===== config.mk =====
export PLATFORM = sky130hd
export DESIGN_NAME = mem_arbiter
export DESIGN_NICKNAME = d
export VERILOG_FILES = /design/src/rtl/mem_arb_pkg.sv /design/src/rtl/rr_arbiter2.sv /design/src/rtl/mem_arbiter.sv
export SDC_FILE = /design/constraint.sdc
export NUM_CORES = 1
export LEC_CHECK = 0
export CAP_MARGIN = 15
export CORE_UTILIZATION = 45
export DETAILED_ROUTE_END_ITERATION = 16
export PLACE_DENSITY = 0.83
export SKIP_CTS_REPAIR_TIMING = 1
export SYNTH_ARGS = -nofsm -noshare
export SYNTH_HDL_FRONTEND = slang
export SYNTH_SLANG_ARGS = --single-unit

===== constraint.sdc =====
create_clock -name clk -period 7.1 [get_ports clk]
set_clock_uncertainty 0.1 [all_clocks]
set_input_delay 1.42 -clock clk [delete_from_list [all_inputs] [get_ports clk]]
set_output_delay 1.42 -clock clk [all_outputs]
set_load 0.01 [all_outputs]

===== src/rtl/mem_arb_pkg.sv =====
// Shared definitions for the two-port unified-memory arbiter:
// FSM encoding, port identifiers, wait-state limits and the latched
// transaction record.
package mem_arb_pkg;

  // Largest supported number of extra memory cycles per transaction
  localparam int WAIT_MAX = 15;

  // Width of the wait-state down-counter (must hold WAIT_MAX)
  localparam int CNT_W = 4;

  // Number of requesting ports (instruction + data)
  localparam int NUM_PORTS = 2;

  // Port identifier; also used as the index into per-port arrays
  typedef logic port_id_t;

  localparam port_id_t PORT_I = 1'b0;
  localparam port_id_t PORT_D = 1'b1;

  // Arbiter FSM states
  typedef enum logic [1:0] {
    ST_IDLE   = 2'd0,
    ST_ACCESS = 2'd1,
    ST_RESP   = 2'd2
  } state_t;

  // Everything captured from the winning requester at grant time
  typedef struct packed {
    logic [31:0] addr;
    logic [31:0] wdata;
    logic        we;
    port_id_t    owner;
  } txn_t;

  // Convert the elaboration-time wait parameter into a counter load
  // value, clamping anything outside 0..WAIT_MAX into range.
  function automatic logic [CNT_W-1:0] wait_load(input int cycles);
    if (cycles < 0) begin
      return '0;
    end else if (cycles > WAIT_MAX) begin
      return CNT_W'(WAIT_MAX);
    end else begin
      return CNT_W'(cycles);
    end
  endfunction

endpackage


===== src/rtl/rr_arbiter2.sv =====
// Two-requester round-robin picker. Purely combinational: the caller
// owns the last-grant register and decides when a grant is taken.
module rr_arbiter2
  import mem_arb_pkg::*;
(
  input  logic [1:0] req_i,        // bit PORT_I = instruction, bit PORT_D = data
  input  port_id_t   last_grant_i, // port that won the previous grant
  output port_id_t   grant_o,      // winning port id (valid only with valid_o)
  output logic       valid_o       // at least one request present
);

  // On a tie the port that did not win last time gets the grant;
  // a lone requester always wins.
  always_comb begin
    valid_o = |req_i;
    grant_o = PORT_I;
    if (req_i[PORT_I] && req_i[PORT_D]) begin
      grant_o = ~last_grant_i;
    end else if (req_i[PORT_D]) begin
      grant_o = PORT_D;
    end else begin
      grant_o = PORT_I;
    end
  end

endmodule


===== src/rtl/mem_arbiter.sv =====
// Arbiter sharing one unified memory between an instruction-fetch
// port (read-only) and a data port (read/write). One transaction is
// in flight at a time: IDLE grants, ACCESS drives the memory for
// WAIT_CYCLES+1 cycles, RESP pulses the owner's ack for one cycle.
// Every output comes straight from a register.
module mem_arbiter
  import mem_arb_pkg::*;
#(
  parameter int WAIT_CYCLES = 0
) (
  input  logic        clk,
  input  logic        reset,          // synchronous, active low

  input  logic        i_req,
  input  logic [31:0] i_addr,
  output logic        i_ack,
  output logic [31:0] i_rdata,

  input  logic        d_req,
  input  logic        d_we,
  input  logic [31:0] d_addr,
  input  logic [31:0] d_wdata,
  output logic        d_ack,
  output logic [31:0] d_rdata,

  output logic [31:0] mem_address,
  output logic [31:0] mem_writeData,
  output logic        mem_memRead,
  output logic        mem_memWrite,
  input  logic [31:0] mem_memData,

  output logic        busy
);

  localparam logic [CNT_W-1:0] WAIT_LOAD = wait_load(WAIT_CYCLES);

  state_t            state_q, state_d;
  txn_t              txn_q, txn_d;
  logic [CNT_W-1:0]  cnt_q, cnt_d;
  port_id_t          last_grant_q, last_grant_d;
  logic              mem_rd_q, mem_rd_d;
  logic              mem_wr_q, mem_wr_d;
  logic              busy_q, busy_d;

  logic              ack_q   [NUM_PORTS];
  logic [31:0]       rdata_q [NUM_PORTS];

  port_id_t          grant;
  logic              grant_valid;
  logic              access_last;

  // Request vector indexed by port id for the picker
  logic [1:0]        req_vec;
  assign req_vec[PORT_I] = i_req;
  assign req_vec[PORT_D] = d_req;

  rr_arbiter2 u_rr (
    .req_i        (req_vec),
    .last_grant_i (last_grant_q),
    .grant_o      (grant),
    .valid_o      (grant_valid)
  );

  // Final memory cycle of the current transaction
  assign access_last = (state_q == ST_ACCESS) && (cnt_q == '0);

  // State register; reset abandons whatever was in flight
  always_ff @(posedge clk) begin
    if (!reset) begin
      state_q <= ST_IDLE;
    end else begin
      state_q <= state_d;
    end
  end

  // Next-state logic: arbitration only ever happens in IDLE
  always_comb begin
    state_d = state_q;
    case (state_q)
      ST_IDLE: begin
        if (grant_valid) begin
          state_d = ST_ACCESS;
        end
      end
      ST_ACCESS: begin
        if (cnt_q == '0) begin
          state_d = ST_RESP;
        end
      end
      ST_RESP: begin
        state_d = ST_IDLE;
      end
      default: begin
        state_d = ST_IDLE;
      end
    endcase
  end

  // Output/datapath next values, registered below so outputs are glitch-free
  always_comb begin
    txn_d        = txn_q;
    cnt_d        = cnt_q;
    last_grant_d = last_grant_q;
    mem_rd_d     = 1'b0;
    mem_wr_d     = 1'b0;
    busy_d       = (state_d != ST_IDLE);

    case (state_q)
      ST_IDLE: begin
        if (grant_valid) begin
          txn_d.owner  = grant;
          last_grant_d = grant;
          cnt_d        = WAIT_LOAD;
          if (grant == PORT_D) begin
            txn_d.addr  = d_addr;
            txn_d.wdata = d_wdata;
            txn_d.we    = d_we;
          end else begin
            // Instruction side is read-only; keep the old write data
            txn_d.addr  = i_addr;
            txn_d.we    = 1'b0;
          end
          mem_rd_d = ~txn_d.we;
          mem_wr_d = txn_d.we;
        end
      end
      ST_ACCESS: begin
        if (cnt_q != '0) begin
          cnt_d    = cnt_q - 1'b1;
          mem_rd_d = ~txn_q.we;
          mem_wr_d = txn_q.we;
        end
      end
      default: begin
      end
    endcase
  end

  // Shared datapath and strobe registers
  always_ff @(posedge clk) begin
    if (!reset) begin
      txn_q        <= '0;
      cnt_q        <= '0;
      last_grant_q <= PORT_D;
      mem_rd_q     <= 1'b0;
      mem_wr_q     <= 1'b0;
      busy_q       <= 1'b0;
    end else begin
      txn_q        <= txn_d;
      cnt_q        <= cnt_d;
      last_grant_q <= last_grant_d;
      mem_rd_q     <= mem_rd_d;
      mem_wr_q     <= mem_wr_d;
      busy_q       <= busy_d;
    end
  end

  // Per-port completion: ack pulse and read-data capture for the owner
  for (genvar gi = 0; gi < NUM_PORTS; gi++) begin : g_port
    logic hit;
    assign hit = access_last && (txn_q.owner == port_id_t'(gi));

    // Ack follows the last access cycle; read data is sampled on that same edge
    always_ff @(posedge clk) begin
      if (!reset) begin
        ack_q[gi]   <= 1'b0;
        rdata_q[gi] <= '0;
      end else begin
        ack_q[gi] <= hit;
        if (hit && !txn_q.we) begin
          rdata_q[gi] <= mem_memData;
        end
      end
    end
  end

  assign i_ack         = ack_q[PORT_I];
  assign d_ack         = ack_q[PORT_D];
  assign i_rdata       = rdata_q[PORT_I];
  assign d_rdata       = rdata_q[PORT_D];
  assign mem_address   = txn_q.addr;
  assign mem_writeData = txn_q.wdata;
  assign mem_memRead   = mem_rd_q;
  assign mem_memWrite  = mem_wr_q;
  assign busy          = busy_q;

endmodule


======== After elaboration in Yosys (flattened, before gate mapping) ========
Memories as Yosys holds them, arrays and structs flattened.
Index checks and enable logic that the tools add are counted.
cells by class
  $add $sub $neg .......................... 1
  multiply operators ...................... 0
  divide/modulo/power cells ............... 0
  $lt $le $gt $ge ......................... 0
  eq/ne operators ......................... 3
  shift operators ......................... 0
  mux-type cells .......................... 30
  bitwise operators ....................... 8
  reduce and logical (&&, ||, !) cells .... 16
operators with widths
  operator                                                                count
  32-bit 2-to-1 mux                                                       3
  1-bit 2-to-1 mux                                                        19
  4-bit 2-to-1 mux                                                        2
  4-bit case mux with 2 select lines                                      1
  1-bit logical AND                                                       6
  3-bit AND reduction                                                     2
  4-bit zero test                                                         1
  2-bit 2-to-1 mux                                                        2
  1-bit inverter                                                          4
  1-bit bitwise OR                                                        4
  1-bit case mux with 2 select lines                                      2
  2-bit case mux with 2 select lines                                      1
  2-bit nonzero test                                                      2
  4-bit nonzero test                                                      1
  4-bit by 1-bit subtractor with 4-bit output (second input constant)     1
  2-bit by 1-bit equality test with 1-bit output (second input constant)  1
  2-bit zero test                                                         1
  2-bit by 1-bit != test with 1-bit output (second input constant)        1
  2-bit != test (second input constant)                                   1
  2-bit AND reduction                                                     1
  2-bit OR reduction                                                      1
  1-bit zero test                                                         1
word-level totals
  register bits ........................... 76
  latch bits .............................. 0
  RAM bits ................................ 66
  bits in read-only memories .............. 0
  bits of input ports ..................... 133
  output and inout port bits .............. 133
  word-level logic and storage cells ...... 70
  memories ................................ 2
memories
  name     depth  width  read ports  clocked after Yosys merged registers in  write ports  RTL line           text
  rdata_q  2      32     2           0                                        2            mem_arbiter.sv:46  logic [31:0] rdata_q [NUM_PORTS];
  ack_q    2      1      2           0                                        2            mem_arbiter.sv:45  logic ack_q [NUM_PORTS];

======== Depth between registers and ports, before layout ========
Gate-level depths: netlist of run 1.
  word-level depth ........................ 8
  mapped depth ............................ 7
  mapped depth without buffers ............ 5

======== Hierarchy ========
Synthesis of run 1 repeated with hierarchy kept, for this count alone.
unflattened totals
  cell total of the unflattened synthesis .. 560
  area, all modules ....................... 6168.4 sq um
by module, submodules not included
  module       instances  cells each  area an instance (sq um)  seq. area each (sq um)
  mem_arbiter  1          558         6154.7                    3483.3
  rr_arbiter2  1          2           13.8                      0.0

======== Worst setup path after synthesis of run 1 ========
No wires, ideal clock.
  path kind ............................... flip-flop to flip-flop
  start point ............................. reg cnt_q[0]
  end point ............................... mem rdata_q[0][0] (enable)
  setup time .............................. 0.466 ns
  arrival time ............................ 3.733 ns
  required time ........................... 6.534 ns
  setup slack ............................. 2.801 ns
  cell stages (with the launch flop) ...... 7
  buffers on the path ..................... 1
  period minus slack after synthesis ...... 4.299 ns
  cells stage by stage .................... dfxtp_1 inv_1 ha_1 or3b_1 buf_6 or3_2 o21ai_0
RTL lines
  element                   RTL line            text
  start: declaration        mem_arbiter.sv:39   logic [CNT_W-1:0] cnt_q, cnt_d;
  start signal: assignment  mem_arbiter.sv:150  cnt_q <= cnt_d;
  end: declaration          mem_arbiter.sv:46

======== Worst setup path in the final report of run 1 ========
  start point ............................. in d_req
  end point ............................... reg txn_q, in the netlist mem_writeData[2]
on the way
  cells in the longest elaborated chain, start to end .. 3
  elaborated cells between the ends (all ways) .. 5
  classes of those cells .................. 2 x mux; 3 x reduce/logical
RTL lines
  element                                                RTL line                              text
  start: declaration                                     mem_arbiter.sv:19                     input logic d_req,
  1-bit 2-to-1 mux or 1-bit logical AND (tied branches)  rr_arbiter2.sv:19, rr_arbiter2.sv:17
  1-bit 2-to-1 mux                                       rr_arbiter2.sv:17                     if (req_i[PORT_I] && req_i[PORT_D]) begin
  3-bit AND reduction (no source line) *                 n/a
  end signal: assignment                                 mem_arbiter.sv:149                    txn_q <= txn_d;
  end: declaration                                       mem_arbiter.sv:38                     txn_t txn_q, txn_d;
Mark *: on every way between the ends. The rest lies on a longest branch, timed or not.
A chain may end at the register's enable or synchronous reset.

==> flow_summary_export.csv, run 1 <==
group,metric,value,unit
outcome,run_status,"finished clean",
critical_path,cp-start-kind,"input port",
global_routing,largest_net_degree_at_the_start_of_global_routing,37,
layout,final_layout_size_suffix_gt1_share,7.958,%
synthesis,synth_warnings,0,
timing,final_min_period_over_clock_period,46.42,%
power_and_ir_drop,seq_power_share,43.8,%
floorplanning,vertical_die_dimension,115.6,um
synthesis,synth_top_area_share,33.10,%
critical_path,cp_slowest_stage_delay,0.61,ns
critical_path,cp_data_required_time,7.35,ns
timing,min_tclk_post_route,3.296,ns
placed_design,placement.io_buffers,265,
timing,tns_setup,0,ns
critical_path,crit_path_top_delay_cell,"sky130_fd_sc_hd__and3_1",
critical_path,arrival,3.54,ns
placed_design,post-dp-hpwl,10270,um
power_and_ir_drop,netsw,524.4,uW
synthesis,synth.net_count,586,
synthesis,netlist_instances,451,
floorplanning,floorplan.core_area,0.01262,mm2
synthesis,synth_cell_type_count,39,
power_and_ir_drop,internal-power,1.648,mW
power_and_ir_drop,clkPwrFrac,40.5,%
placed_design,postPlaceCellArea,0.008103,mm2
drt,avgViaCountPerCell,4.965,
clocking,cts_max_level,4,
power_and_ir_drop,total_leakage_power,3.274,nW
clocking,clock_path_buffers,2,
clocking,root_buffer,"sky130_fd_sc_hd__clkbuf_16",
synthesis,postSynth.topFlopCell,"sky130_fd_sc_hd__dfxtp_1",
floorplanning,io_count,266,
timing,final-setup-viol-count,0,
placed_design,dp.cells,804,
layout,final_nets,788,
clocking,total_clock_buffers_created_by_cts,17,
drt,met3_wirelength,1316,um
critical_path,worst_path_dominant_cell_family,"buffers and inverters",
drt,drc_errors,0,
power_and_ir_drop,p_sw_share,24.14,%
timing,final-hold-violation-count,0,
timing,pins_over_their_slew_limit,0,
job,maxCapViolCount,0,
power_and_ir_drop,power.combinational.fraction,15.8,%
clocking,cts.clk_slew.worst_paths,0.06,ns
timing,maxSlewHeadroom,56.93,%
layout,fin_cells,838,
timing,tightest_slew,0.6446,ns
clocking,clock_sinks,142,
global_routing,grt.overflow.total,0,
global_routing,first_global_vias,4070,
critical_path,crit_path_end_kind,"flop",
global_routing,grt_first_pass_wirelength,21010,um
timing,setup_repair_after_global_routing_missed_its_margin,"no",
drt,met2_wire_length,7384,um
synthesis,synthArstFlopShare,0,%
synthesis,mappedNetlistArea,0.005807,mm2
placed_design,gp_routability_congestion,0.7557,
drt,routed_wire_length_per_instance,16.90,um
synthesis,synth_top_cells_by_area,"sky130_fd_sc_hd__edfxtp_1, sky130_fd_sc_hd__dfxtp_1, sky130_fd_sc_hd__buf_4, sky130_fd_sc_hd__and2_1, sky130_fd_sc_hd__mux2i_1",
power_and_ir_drop,worst_ir_drop_vdd,0.0001104,V
power_and_ir_drop,pwr_density_cell,248.8,mW/mm2
drt,detailroute.via_count,4161,
synthesis,synth_enable_flop_cells,64,
layout,syn_to_final_growth,50.36,%
global_routing,antenna_found_initial,0,
drt,top_layer_used,"met4",
drt,first_pass_iters,4,
floorplanning,die_x,115.6,um
critical_path,path_class,"input port to flop",
synthesis,syn_area_per_cell,12.88,um2
critical_path,timing.critical_path.cells,"clkdlybuf4s50_1 > a21boi_4 > buf_4 > and3_1 > buf_16 > a22o_1",
drt,wl_met1,5190,um
clocking,tritoncts,"done",
floorplanning,design.die.area,0.01336,mm2
timing,fmax,303.4,MHz
synthesis,synth-seq-cells,142,
synthesis,synth.yosys.seq_area_share,59.99,%
drt,initial_drc_count,345,
critical_path,crit_path_max_fanout,36,
layout,post-route-cell-area,0.008731,mm2
drt,postRouteWirelength,14160,um
drt,ant_nets,0,
clocking,clkLatencyLatePin,0.41,ns
critical_path,timing.critical_path.buf_inv,3,
floorplanning,initial_core_utilization,46.01,%
synthesis,most_area_hungry_cell_type_in_the_yosys_netlist,"sky130_fd_sc_hd__edfxtp_1",
global_routing,groute.usage.overall,21.19,%
floorplanning,rows,41,
layout,number_of_inserted_diodes,0,
worst_hold_path,min-delay-path-class,"flop to flop",
## path summary, 6_finish.rpt
check | cells after the start | slack [ns] | to | from
worst max-delay path | 6 | 3.80 | mem_writeData[2] | d_req
worst min register to register | 1 | 0.36 | mem_address[9] | mem_address[9]
worst max register to register | 6 | 4.28 | rdata_q[0][24] | cnt_q[0]
worst min-delay path | 1 | 0.36 | mem_address[9] | mem_address[9]
## power groups by stage
stage	registers, mW	logic (mW)	clock network [mW]
after floorplan	0.977	0.152	0
after global placement	0.965	0.334	0
final	0.951	0.343	0.879
after detailed placement	0.967	0.341	0
after global routing	0.957	0.366	0.933
after CTS	0.951	0.342	0.889
## synthesized netlist by cell type (2+ instances only)
library cell                instances
sky130_fd_sc_hd__inv_1              5
sky130_fd_sc_hd__or3_1              3
sky130_fd_sc_hd__buf_2             10
sky130_fd_sc_hd__nor2_1             2
sky130_fd_sc_hd__nand2b_1           3
sky130_fd_sc_hd__clkbuf_1          10
sky130_fd_sc_hd__o21ai_0            7
sky130_fd_sc_hd__nor3_1             2
sky130_fd_sc_hd__ha_1               2
sky130_fd_sc_hd__buf_4             64
sky130_fd_sc_hd__a21boi_0           4
sky130_fd_sc_hd__o221ai_1           2
sky130_fd_sc_hd__a22o_1            32
sky130_fd_sc_hd__dfxtp_1           78
sky130_fd_sc_hd__a21o_1             2
sky130_fd_sc_hd__nand3_1            3
sky130_fd_sc_hd__nor4_4             2
sky130_fd_sc_hd__and2_2             4
sky130_fd_sc_hd__mux2i_1           32
sky130_fd_sc_hd__and2_1            61
sky130_fd_sc_hd__nand2_1            2
sky130_fd_sc_hd__o2bb2ai_1         32
sky130_fd_sc_hd__a21oi_1            4
sky130_fd_sc_hd__edfxtp_1          64
sky130_fd_sc_hd__buf_6              7
## worst reg2reg max path: cells and delay by family, from the launching register on
kind                       cells  cell delay [ns]
DFF                            1             0.32
adders and majority gates      1             0.16
buffers and inverters          2             0.52
and+or+nand+nor                2             1.02
AOI/OAI and AO/OA              1             0.36
## stage by stage
step           power (mW)  utilization, %  hold slack (ns)  setup slack, ns
5_1_grt             2.255           69.19           0.3797            3.694
4_1_cts             2.182           68.85           0.3650            3.407
6_report            2.172           69.19           0.3612            3.804
3_5_place_dp        1.308           64.21           0.3456            2.982
3_3_place_gp        1.299           64.21           0.3427            3.146
2_1_floorplan       1.129               -           0.3335            2.801
## layer usage
metal | global-route usage, % | up-vias
met4 | 9.870 | 0
met1 | 22.41 | 1960
li1 | - | 1968
met5 | 0 | -
met3 | 7.008 | 20
met2 | 38.08 | 213
## layout make-up
class                           instances  area [um2]
Fill cell                             918        3889
Sequential cell                       142        3483
Timing Repair Buffer                  274        2748
Multi-Input combinational cell        213        1680
Clock buffer                           17       425.4
Tap cell                              172       215.2
Clock inverter                         15       160.2
Inverter                                5       18.77
## registers in the layout (all words and copies together) (netlist names), 2 cells and up
| name | flops |
|---|---|
| rdata_q | 64 |
| mem_address | 32 |
| mem_writeData | 32 |
| cnt_q | 4 |
| ack_q | 2 |
| state_q | 2 |
| txn_q | 2 |
## layout by cell type, fill, tap and decap left out, types with 2 or more instances in the layout
master,instances
sky130_fd_sc_hd__a21boi_0,3
sky130_fd_sc_hd__a21o_1,2
sky130_fd_sc_hd__a21oi_1,4
sky130_fd_sc_hd__a22o_1,32
sky130_fd_sc_hd__and2_1,61
sky130_fd_sc_hd__and2_2,4
sky130_fd_sc_hd__buf_4,7
sky130_fd_sc_hd__bufinv_16,2
sky130_fd_sc_hd__clkbuf_16,17
sky130_fd_sc_hd__clkdlybuf4s50_1,265
sky130_fd_sc_hd__clkinv_4,2
sky130_fd_sc_hd__clkinvlp_4,3
sky130_fd_sc_hd__dfxtp_1,78
sky130_fd_sc_hd__edfxtp_1,64
sky130_fd_sc_hd__ha_1,2
sky130_fd_sc_hd__inv_1,5
sky130_fd_sc_hd__inv_6,4
sky130_fd_sc_hd__mux2i_1,32
sky130_fd_sc_hd__nand2_1,2
sky130_fd_sc_hd__nand2b_1,3
sky130_fd_sc_hd__nand3_1,3
sky130_fd_sc_hd__nor2_1,2
sky130_fd_sc_hd__nor3_1,2
sky130_fd_sc_hd__nor4_4,2
sky130_fd_sc_hd__o21ai_0,5
sky130_fd_sc_hd__o21ai_2,2
sky130_fd_sc_hd__o221ai_1,2
sky130_fd_sc_hd__o2bb2ai_1,32
sky130_fd_sc_hd__or3_1,3
## kinds of logic (layout without fill, tap and decap cells)
logic type               Yosys count  after routing  synth area share (%)
flip-flops                       142            142                 59.99
buffers and inverters             96            311                 11.46
AND/OR/NAND/NOR                   92             92                 10.41
AO/OA/AOI/OAI                     87             87                 12.20
multiplexers                      32             32                 5.516
adder cells (fa/ha/maj)            2              2                0.4309
Power figures use the tool's default switching activity.
==> inputs of run 2 (changes only) <==
--- a/config.mk
+++ b/config.mk
@@ -6,9 +6,9 @@
 export NUM_CORES = 1
 export LEC_CHECK = 0
 export CAP_MARGIN = 15
-export CORE_UTILIZATION = 45
+export CORE_UTILIZATION = 42
 export DETAILED_ROUTE_END_ITERATION = 16
-export PLACE_DENSITY = 0.83
+export PLACE_DENSITY = 0.78
 export SKIP_CTS_REPAIR_TIMING = 1
 export SYNTH_ARGS = -nofsm -noshare
 export SYNTH_HDL_FRONTEND = slang
==> constraint.sdc (replaced) <==
create_clock -name clk -period 3.2 [get_ports clk]
set_clock_uncertainty 0.1 [all_clocks]
set_input_delay 0.64 -clock clk [delete_from_list [all_inputs] [get_ports clk]]
set_output_delay 0.64 -clock clk [all_outputs]
set_load 0.01 [all_outputs]
==> run 2 against run 1 <==
  * Via count fell by 1.9%
  * Power rose by 120%
  * Flip-flop and latch count did not move
  * Wire length fell by 2.2%
  * Count of clock-buffer cells in the layout rose by 1
  * Largest cell class unchanged
==> flow_summary_export.csv, run 2 (same netlist as run 1, synthesis figures left out) <==
group,metric,value,unit
outcome,run_status,"finished clean",
clocking,cts_max_level,4,
critical_path,arrival,2.53,ns
layout,largest_register_ff_count,64,
timing,fmax,395.7,MHz
global_routing,globalRouteMet3Util,6.892,%
timing,final-setup-viol-count,0,
critical_path,path_class,"flop to flop",
timing,pins_over_their_slew_limit,0,
critical_path,cp_slowest_stage_delay,0.53,ns
critical_path,timing.critical_path.cells,"inv_1 > ha_1 > or3b_1 > or3_2 > o21ai_4 > buf_12",
floorplanning,die_x,119.6,um
floorplanning,io_count,266,
timing,min_tclk_post_route,2.527,ns
critical_path,crit_start,"cnt_q[0]",
global_routing,groute.usage.overall,19.86,%
job,maxCapViolCount,0,
timing,maxSlewHeadroom,54.85,%
power_and_ir_drop,worst_ir_drop_vdd,0.0003115,V
drt,detailroute.via_count,4083,
drt,postRouteWirelength,13850,um
global_routing,grt.busiest_layer,"met2",
timing,final_min_period_over_clock_period,78.97,%
global_routing,largest_net_degree_at_the_start_of_global_routing,34,
global_routing,grt_first_pass_wirelength,21380,um
floorplanning,floorplan.core_area,0.01335,mm2
drt,avgViaCountPerCell,4.849,
worst_hold_path,whs_path_depth,1,
clocking,clkLatencyLatePin,0.41,ns
clocking,total_clock_buffers_created_by_cts,17,
power_and_ir_drop,total_leakage_power,3.279,nW
critical_path,cp_data_required_time,3.20,ns
critical_path,worst-r2r-setup-slack,0.67,ns
layout,final_layout_size_suffix_gt1_share,7.658,%
timing,setup_repair_after_global_routing_missed_its_margin,"no",
clocking,clock_path_buffers,2,
critical_path,cp-start-kind,"flop",
power_and_ir_drop,pwr_density_cell,551.5,mW/mm2
layout,syn_to_final_growth,50.85,%
critical_path,regToRegEndpoint,"rdata_q[0][12]",
critical_path,worst_path_dominant_cell_family,"simple AND/OR/NAND/NOR gates",
critical_path,crit_path_top_delay_cell,"sky130_fd_sc_hd__or3_2",
drt,first_pass_iters,5,
drt,initial_drc_count,194,
floorplanning,vertical_die_dimension,119.6,um
placed_design,post-dp-hpwl,10360,um
critical_path,worstReg2RegStart,"cnt_q[0]",
layout,max_flop_register,"rdata_q",
worst_hold_path,hp-start,"mem_address[26]",
critical_path,crit_path_end_kind,"flop",
clocking,root_buffer,"sky130_fd_sc_hd__clkbuf_16",
global_routing,antenna_found_initial,0,
worst_hold_path,holdPathEnd,"mem_address[26]",
global_routing,first_global_vias,4190,
global_routing,grt.overflow.total,0,
layout,fillerInstances,1029,
critical_path,cell_depth_of_the_worst_setup_path,6,
floorplanning,design.die.area,0.01430,mm2
global_routing,grt_util_met1,21.23,%
critical_path,timing.critical_path.buf_inv,2,
layout,post-route-cell-area,0.008760,mm2
timing,final-hold-violation-count,0,
clocking,cts.clk_slew.worst_paths,0.05,ns
global_routing,grt_use_met2,35.33,%
timing,tns_setup,0,ns
floorplanning,initial_core_utilization,43.50,%
critical_path,crit_path_max_fanout,28,
layout,mostFrequentLayoutCells,"sky130_fd_sc_hd__clkdlybuf4s50_1, sky130_fd_sc_hd__dfxtp_1, sky130_fd_sc_hd__edfxtp_1",
drt,ant_nets,0,
critical_path,reg2reg_depth,6,
worst_hold_path,min-delay-path-class,"flop to flop",
layout,number_of_inserted_diodes,0,
placed_design,placement.io_buffers,265,
layout,mostFrequentLayoutCell,"sky130_fd_sc_hd__clkdlybuf4s50_1",
drt,drc_errors,0,
clocking,tritoncts,"done",
floorplanning,rows,42,
clocking,clock_sinks,142,
layout,final_nets,788,
drt,routed_wire_length_per_instance,16.45,um
placed_design,postPlaceCellArea,0.008163,mm2
placed_design,gp_routability_congestion,0.7660,
timing,tightest_slew,0.6758,ns
## run 2: power by group
group / internal (mW) / leakage, nW / switching [mW]
Sequential: 2.04 / 1.31 / 0.0679
Clock: 1.22 / 0.278 / 0.736
Combinational: 0.457 / 1.69 / 0.302
Total: 3.72 / 3.28 / 1.11
## run 2: worst max-delay path by stage
stage	end	slack, ns
6_report	rdata_q[0][12]	0.67
5_1_grt	rdata_q[1][19]	0.50
4_1_cts	rdata_q[0][12]	0.65
3_5_place_dp	rdata_q[0][21]	0.60
3_3_place_gp	rdata_q[0][31]	0.67
2_1_floorplan	rdata_q[0][0]	-0.24
## run 2: per-stage QoR
stage	hold slack [ns]	util, %	cells	power (mW)	worst slack [ns]
after global routing	0.3744	65.63	842	5.011	0.4998
after floorplan	0.3335	-	451	2.504	-0.2413
final	0.3628	65.63	842	4.831	0.6730
after detailed placement	0.3477	61.15	810	2.913	0.5960
after global placement	0.3435	61.15	810	2.897	0.6664
after CTS	0.3667	65.63	842	4.883	0.6530
## run 2: worst register-to-register path: cells and delay by family (launching register included)
family / cells / cell delay, ns
flops: 1 / 0.32
compound gates: 1 / 0.26
fa+ha+maj: 1 / 0.16
simple gates: 2 / 1.05
buf+inv: 2 / 0.32
## run 2: layer usage
| layer | routed length [um] | vias to the layer above |
|---|---|---|
| li1 | - | 1963 |
| met1 | 5383 | 1909 |
| met4 | 169 | 0 |
| met3 | 1217 | 10 |
| met5 | 0 | - |
| met2 | 7078 | 201 |
## run 2: layout make-up
type,instances,area [um2],share of cell area [%]
well taps,176,220.2,2.514
repair buffers,274,2745,31.34
clock buffers,18,429.2,4.899
inverters,5,18.77,0.2143
multi-input cells,213,1695,19.35
clock inverters,14,167.7,1.914
flip-flops and latches,142,3483,39.77
==> inputs of run 3 (changes only) <==
==> constraint.sdc (replaced) <==
create_clock -name clk -period 2.4 [get_ports clk]
set_clock_uncertainty 0.1 [all_clocks]
set_input_delay 0.48 -clock clk [delete_from_list [all_inputs] [get_ports clk]]
set_output_delay 0.48 -clock clk [all_outputs]
set_load 0.01 [all_outputs]
==> run 3 against run 2 <==
  * Flip-flop and latch count did not move
  * Sequential share of layout area fell by 0.60 points
  * Final cell count increased by 0.83%
  * Non-clock buffer count increased by 7
  * Critical path depth unchanged
  * Worst hold slack better by 0.0011 ns
  * Global-route usage down 0.47 points
  * Design area rose by 1.5%
  * Combinational power is 37% higher
==> flow_summary_export.csv, run 3 (same netlist as run 1, synthesis figures left out) <==
group,metric,value,unit
drt,ant_nets,0,
critical_path,crit_path_top_delay_cell,"sky130_fd_sc_hd__or3_4",
layout,final_nets,795,
drt,first_pass_iters,4,
layout,mostFrequentLayoutCell,"sky130_fd_sc_hd__clkdlybuf4s50_1",
clocking,clock_sinks,142,
outcome,run_status,"finished clean",
critical_path,timing.critical_path.cells,"inv_1 > ha_1 > or3b_1 > or3_4 > o21ai_4 > buf_12",
global_routing,antenna_found_initial,0,
timing,tightest_slew,0.6841,ns
floorplanning,initial_core_utilization,43.50,%
timing,hold_slack,0.3639,ns
power_and_ir_drop,power.total,6.526,mW
critical_path,reg2reg_depth,6,
floorplanning,rows,42,
critical_path,cp-start-kind,"flop",
power_and_ir_drop,pwr_density_cell,733.7,mW/mm2
floorplanning,die_x,119.6,um
critical_path,cp_data_required_time,2.40,ns
layout,fin_util,66.64,%
layout,syn_to_final_growth,53.18,%
power_and_ir_drop,worst_ir_drop_vdd,0.0003462,V
critical_path,cp_slowest_stage_delay,0.38,ns
layout,largest_register_ff_count,64,
worst_hold_path,hp-start,"mem_address[22]",
floorplanning,design.die.area,0.01430,mm2
critical_path,regToRegEndpoint,"rdata_q[1][30]",
drt,routed_wire_length_per_instance,16.07,um
global_routing,largest_net_degree_at_the_start_of_global_routing,33,
timing,setup_repair_after_global_routing_missed_its_margin,"no",
drt,postRouteWirelength,13650,um
worst_hold_path,holdPathEnd,"mem_address[22]",
critical_path,worstReg2RegStart,"cnt_q[1]",
worst_hold_path,min-delay-path-class,"flop to flop",
clocking,clkLatencyLatePin,0.41,ns
global_routing,first_global_vias,4176,
clocking,root_buffer,"sky130_fd_sc_hd__clkbuf_16",
drt,drc_errors,0,
layout,fin_cells,849,
critical_path,timing.critical_path.buf_inv,2,
floorplanning,floorplan.core_area,0.01335,mm2
job,maxCapViolCount,0,
critical_path,worst_path_dominant_cell_family,"simple AND/OR/NAND/NOR gates",
timing,final-hold-violation-count,0,
global_routing,groute.usage.overall,19.40,%
layout,number_of_inserted_diodes,0,
placed_design,place_ws,0.2305,ns
layout,mostFrequentLayoutCells,"sky130_fd_sc_hd__clkdlybuf4s50_1, sky130_fd_sc_hd__dfxtp_1, sky130_fd_sc_hd__edfxtp_1",
layout,post-route-cell-area,0.008895,mm2
critical_path,crit_path_max_fanout,32,
placed_design,postPlaceCellArea,0.008282,mm2
clocking,total_clock_buffers_created_by_cts,17,
drt,avgViaCountPerCell,4.912,
critical_path,path_class,"flop to flop",
timing,final-setup-viol-count,0,
global_routing,grt_first_pass_wirelength,21200,um
worst_hold_path,whs_path_depth,1,
critical_path,worst-r2r-setup-slack,0.25,ns
placed_design,placement.io_buffers,265,
critical_path,arrival,2.14,ns
critical_path,crit_path_end_kind,"flop",
global_routing,grt.overflow.total,0,
clocking,tritoncts,"done",
clocking,clock_path_buffers,2,
timing,layout_setup_ws,0.2545,ns
layout,fillerInstances,995,
timing,min_tclk_post_route,2.145,ns
drt,initial_drc_count,269,
timing,tns_setup,0,ns
layout,max_flop_register,"rdata_q",
timing,pins_over_their_slew_limit,0,
floorplanning,io_count,266,
power_and_ir_drop,total_leakage_power,3.351,nW
timing,maxSlewHeadroom,54.29,%
drt,detailroute.via_count,4170,
timing,fmax,466.1,MHz
clocking,cts.clk_slew.worst_paths,0.06,ns
placed_design,gp_routability_congestion,0.7681,
clocking,cts_max_level,4,
floorplanning,vertical_die_dimension,119.6,um
placed_design,post-dp-hpwl,9838,um
placed_design,dp.cells,817,
layout,final_layout_size_suffix_gt1_share,8.915,%
timing,final_min_period_over_clock_period,89.39,%
==> run 3: cell types whose count changed in the layout (fill, tap and decap cells not counted), sizes merged <==
cell,before,now
buf,9,16
clkbuf,18,21
bufinv,3,2
clkinvlp,4,2
==> run 3: how the worst max path moves through the flow <==
stage               startpoint                end  slack (ns)  cells after the start
floorplan             cnt_q[0]      rdata_q[0][0]       -0.06                      6
global placement         reset   mem_writeData[5]        0.28                      5
detailed placement       reset  mem_writeData[10]        0.23                      5
CTS                   cnt_q[1]     rdata_q[1][24]        0.27                      6
global route          cnt_q[0]      rdata_q[1][5]        0.21                      6
finish                cnt_q[1]     rdata_q[1][30]        0.25                      6
==> run 3: cell type report <==
cell class	instances	area (um2)	share of cell area (%)
well taps	176	220.2	2.476
multi-input cells	213	1699	19.10
repair buffers	281	2860	32.16
clock inverters	11	130.1	1.463
inverters	5	18.77	0.2110
flip-flops and latches	142	3483	39.16
clock buffers	21	483.0	5.430
==> run 3: report_power, final <==
group          internal [mW]  total, mW  switching [mW]
combinational          0.635       1.04           0.410
sequential              2.72       2.81          0.0887
clock                   1.66       2.67            1.01
total                   5.02       6.53            1.50
==> run 3: per-layer routing <==
layer  wire length [um]  GRT usage (%)
met5                  0              0
met4                233          8.438
met3               1271          7.177
met2               6815          33.20
met1               5326          21.50
==> run 3: worst reg2reg max path: stages, from the launching register on <==
cell and delay (ns):
sky130_fd_sc_hd__dfxtp_1 0.32, sky130_fd_sc_hd__inv_1 0.08, sky130_fd_sc_hd__ha_1 0.16, sky130_fd_sc_hd__or3b_1 0.37
sky130_fd_sc_hd__or3_4 0.38, sky130_fd_sc_hd__o21ai_4 0.18, sky130_fd_sc_hd__buf_12 0.22
